<file path="src/rtl/nibble_serial_adder_seq.sv">
// nibble_serial_adder_seq: WIDTH-bit add/subtract computed one nibble per clock
// through an external 4-bit ripple adder, LS nibble first, carry chained in a register.
module nibble_serial_adder_seq #(
  parameter  int unsigned NIBBLES = 4,
  localparam int unsigned WIDTH   = 4 * NIBBLES,
  localparam int unsigned KW      = $clog2(NIBBLES)
) (
  input  logic             Clk,
  input  logic             Rst,
  input  logic             In_Valid,
  output logic             In_Ready,
  input  logic [WIDTH-1:0] In_A,
  input  logic [WIDTH-1:0] In_B,
  input  logic             In_Cin,
  input  logic             In_Sub,
  output logic [3:0]       Add_A,
  output logic [3:0]       Add_B,
  output logic             Add_Cin,
  input  logic [3:0]       Add_Y,
  input  logic             Add_Cout,
  output logic             Out_Valid,
  input  logic             Out_Ready,
  output logic [WIDTH-1:0] Out_Sum,
  output logic             Out_Cout,
  output logic             Out_Ovf
);

  typedef enum logic [1:0] {
    S_IDLE = 2'd0,
    S_RUN  = 2'd1,
    S_DONE = 2'd2
  } state_t;

  state_t           r_state;
  state_t           w_state_next;
  logic [WIDTH-1:0] r_op_a;
  logic [WIDTH-1:0] r_op_b;
  logic [WIDTH-1:0] r_sum;
  logic [WIDTH-1:0] w_sum_next;
  logic [KW-1:0]    r_k;
  logic             r_carry;
  logic             w_last;
  logic             w_ovf;

  assign w_last = (r_k == KW'(NIBBLES - 1));

  // State register
  always_ff @(posedge Clk or posedge Rst) begin
    if (Rst) begin
      r_state <= S_IDLE;
    end else begin
      r_state <= w_state_next;
    end
  end

  // Next state and state-decoded outputs; adder is fed only from registers
  always_comb begin
    w_state_next = r_state;
    In_Ready     = 1'b0;
    Out_Valid    = 1'b0;
    Add_A        = 4'd0;
    Add_B        = 4'd0;
    Add_Cin      = 1'b0;
    w_sum_next   = r_sum;
    w_ovf        = 1'b0;
    case (r_state)
      S_IDLE: begin
        In_Ready = 1'b1;
        if (In_Valid) w_state_next = S_RUN;
      end
      S_RUN: begin
        Add_A   = r_op_a[{r_k, 2'b00} +: 4];
        Add_B   = r_op_b[{r_k, 2'b00} +: 4];
        Add_Cin = r_carry;
        w_sum_next[{r_k, 2'b00} +: 4] = Add_Y;
        w_ovf   = Add_Cout ^ (Add_A[3] ^ Add_B[3] ^ Add_Y[3]);
        if (w_last) w_state_next = S_DONE;
      end
      S_DONE: begin
        Out_Valid = 1'b1;
        if (Out_Ready) w_state_next = S_IDLE;
      end
      default: w_state_next = S_IDLE;
    endcase
  end

  // Operand capture, nibble stepping, carry chaining and result latch
  always_ff @(posedge Clk or posedge Rst) begin
    if (Rst) begin
      r_op_a   <= '0;
      r_op_b   <= '0;
      r_sum    <= '0;
      r_k      <= '0;
      r_carry  <= 1'b0;
      Out_Sum  <= '0;
      Out_Cout <= 1'b0;
      Out_Ovf  <= 1'b0;
    end else begin
      case (r_state)
        S_IDLE: begin
          if (In_Valid) begin
            r_op_a  <= In_A;
            r_op_b  <= In_Sub ? ~In_B : In_B;
            r_carry <= In_Sub | In_Cin;
            r_k     <= '0;
            r_sum   <= '0;
          end
        end
        S_RUN: begin
          r_sum   <= w_sum_next;
          r_carry <= Add_Cout;
          if (w_last) begin
            Out_Sum  <= w_sum_next;
            Out_Cout <= Add_Cout;
            Out_Ovf  <= w_ovf;
          end else begin
            r_k <= r_k + KW'(1);
          end
        end
        default: ;
      endcase
    end
  end

endmodule

</file>
<file path="config.mk">
export PLATFORM = sky130hd
export DESIGN_NAME = nibble_serial_adder_seq
export DESIGN_NICKNAME = d
export VERILOG_FILES = /design/src/rtl/nibble_serial_adder_seq.sv
export SDC_FILE = /design/constraint.sdc
export NUM_CORES = 1
export LEC_CHECK = 0
export CAP_MARGIN = 40
export CORE_MARGIN = 4
export CORE_UTILIZATION = 30
export DETAILED_ROUTE_END_ITERATION = 8
export SYNTH_ARGS = -nofsm -noshare
export SYNTH_HDL_FRONTEND = slang
export SYNTH_SLANG_ARGS = --single-unit
</file>
<file path="constraint.sdc">
create_clock -name Clk -period 2.47 [get_ports Clk]
set_input_delay 0.6175 -clock Clk [delete_from_list [all_inputs] [get_ports Clk]]
set_output_delay 0.6175 -clock Clk [all_outputs]
set_load 0.05 [all_outputs]
</file>
==> impl_metrics.tcl <==
set metrics [dict create \
    status "finished, final reports clean" \
    setup_violations 0 \
    nFillCells 1046 \
    syn-mean-instance-area_sq_um 11.39 \
    grt_util_met3_pct 3.053 \
    die_w_um 115.1 \
    muxShareOfSynthArea_pct 11.53 \
    hold_ws_ns 0.4801 \
    layout-drive-gt1-share_pct 18.16 \
    syn_inst 302 \
    leakage_nw 1.900 \
    setup_ws_ns 0.05799 \
    cp_max_fo 12 \
    cp-end-kind "primary output" \
    remaining_drc_errors 0 \
    row_count 38 \
    post-cts-setup-buffers 0 \
    synth_area_sq_um 3440 \
    die_area_sq_um 13240 \
    die_h_um 115.1 \
    grt_pass1_wl_um 13350 \
    final_cells 520 \
    grt_pass1_vias 2692 \
    cp-start-kind "register" \
    drt_first_pass_iters 4 \
    grtUsageMet1_pct 16.71 \
    grt_usage_pct 12.67 \
    io_pins 72 \
    fmax_mhz 414.6 \
    whs_path_depth 2 \
    rsz0062_at_grt "false" \
    finalWorstPathRequiredPeriod_ns 2.412 \
    busiest_layer "met2" \
    ys_ff_latch 71 \
    avgViaCountPerCell 4.887 \
    gp_congestion 0.7122 \
    layout.nets 424 \
    final.period_utilization_pct 97.65 \
    slew_violations 0 \
    area_delta_synth_final_pct 34.89 \
    cts.sinks 71 \
    arrival_ns 1.79 \
    antenna_found_initial 0 \
    synth-compound-area-share_pct 14.37 \
    synthXorXnorAreaFrac_pct 4.984 \
    cts-root-buf "clkbuf_16" \
    relSlewSlack_pct 60.61 \
    max-cap-violations 0 \
    finalHoldViolCount 0 \
    detail_route.wl_per_cell_um 15.41 \
    core_sq_um 11030 \
    synth.distinct_cells 31 \
    placed_cells 504 \
    powerDensity_nw_per_um2 1438 \
    numCtsBuffers 9 \
    initial_core_util_pct 31.18 \
    clk_latency_ns 0.33 \
    tightestPinTransition_ns 0.5882 \
    hold_path.class "reg2reg" \
    cts_tree "yes" \
    wirelength_um 8013 \
    tns_ns 0 \
    htree_levels 3 \
    grt_overflow_total 0 \
    ff_latch_area_sq_um 1777 \
    crit_required_ns 1.85 \
    via_count 2541 \
    drt_iter0_drc 152 \
    diodes 0 \
    async_flop_share_pct 100.0 \
    ant_nets 0 \
    ff2ff_path_depth 6 \
    vdd_ir_drop_max_uv 1108 \
    yosysSeqAreaShare_pct 51.66 \
    synth_fa_ha_area_share_pct 2.183 \
    finalPower_w 0.006674 \
    multi_input_area_sq_um 1509 \
    clock_path_buffers 2 \
    clkTransAtPathRegs_ns 0.06 \
    fin_skew_ns 0.003610 \
    synth_edf_count 0 \
    grt_use_met2_pct 20.06 \
    crit_type "reg2out" \
    post-dp-hpwl_um 5844 \
    io_buffers 71 \
    synth_top_family_by_area "compound AO/OA/AOI/OAI gates" \
    grt_max_degree 72 \
    synth-simple-area-share_pct 10.66 \
    place_ws_ns 0.3193 \
    ys_warn_count 0 \
    syn_nets 351 \
    ys.flop_type "dfrtp_1" \
]
sequential cells by signal, summed over array words and instances, names as in the netlist:
| signal | count |
|---|---|
| r_state | 2 |
| r_carry | 1 |
| Out_Ovf | 1 |
| Out_Cout | 1 |
| Out_Sum | 16 |
| r_k | 2 |
| r_sum | 16 |
| r_op_b | 16 |
| r_op_a | 16 |
final timing paths:
check / start / endpoint / slack (ns)
worst max-delay path: r_k[0] / Add_B[3] / 0.06
worst min-delay path: Out_Sum[13] / Out_Sum[13] / 0.48
worst max register to register: r_k[0] / r_sum[7] / 0.44
worst min register to register: Out_Sum[13] / Out_Sum[13] / 0.48
max in group asynchronous: Rst / r_sum[3] / 1.48
min in group asynchronous: Rst / Out_Ovf / 0.71
cells in the mapped netlist (2+ instances only):
cell type,n,area (sq um)
nand2b_1,4,25.02
a21o_1,3,22.52
inv_1,12,45.04
ha_1,6,75.07
mux4_2,4,90.09
and2_1,12,75.07
a32oi_1,12,105.1
nand2_1,28,105.1
clkbuf_1,6,22.52
mux4_1,4,105.1
mux2_2,17,191.4
a21oi_1,21,105.1
o21ai_0,18,90.09
buf_2,16,80.08
o22ai_1,5,31.28
nor2b_1,6,37.54
nor3b_2,2,25.02
a32o_1,12,120.1
dfrtp_1,71,1777
xnor2_1,16,140.1
nor2_1,17,63.81
where the power goes:
part	switching, W	internal [W]	leakage (nW)
clock network	0.000501	0.000678	0.127
registers	0.000237	0.00165	0.889
logic	0.00211	0.00149	0.884
final cells by class:
class                           count  area share, %
Multi-Input combinational cell    196          32.52
Clock inverter                      7          1.079
Clock buffer                        9          4.854
Inverter                           12         0.9709
Sequential cell                    71          38.30
Tap cell                          140          3.776
Timing Repair Buffer               85          18.50
through the flow:
stage | util [%] | instance area, sq um
2_1_floorplan | - | 3440
3_3_place_gp | 39.53 | 4360
3_5_place_dp | 39.53 | 4360
4_1_cts | 42.03 | 4636
5_1_grt | 42.06 | 4639
6_report | 42.06 | 4639
cells in the final DEF (no fill, tap or decap), drive strengths merged:
master and instances:
a21o 3, a21oi 21, a32o 12, a32oi 12, and2 12, and4bb 1, buf 25, clkbuf 9
clkdlybuf4s50 60, clkinv 4, clkinvlp 3, dfrtp 71, ha 6, inv 12, mux2 17, mux2i 1
mux4 8, nand2 28, nand2b 4, nand3b 1, nor2 17, nor2b 6, nor3b 2, nor4b 1
o211ai 1, o21ai 19, o21bai 1, o22ai 5, xnor2 16, xnor3 1, xor2 1
per-layer routing:
layer	vias up	part of all wire, %
met2	64	47
met5	-	0
met3	9	6.2
li1	1218	-
met4	0	1.5
met1	1250	45
timing repair:
item / CTS / global route
gates resized for setup: 2 / 1
endpoints found under the hold margin: 0 / 0
endpoints found under the setup margin: 1 / 2
pin swaps: 0 / 0
hold buffers: 0 / 0
critical path: stages, from the launching register on:
cell	delay, ns
dfrtp_1	0.37
buf_6	0.18
mux4_2	0.55
and2_1	0.18
buf_4	0.18
kinds of logic after synthesis:
family                     after synthesis
muxes                                   26
buffers and inverters                   35
xor gates and xnor gates                18
DFF                                     71
and+or+nand+nor                         72
adders and majority gates                6
AOI/OAI and AO/OA                       74
No activity file was read; power rests on OpenSTA's default activity.
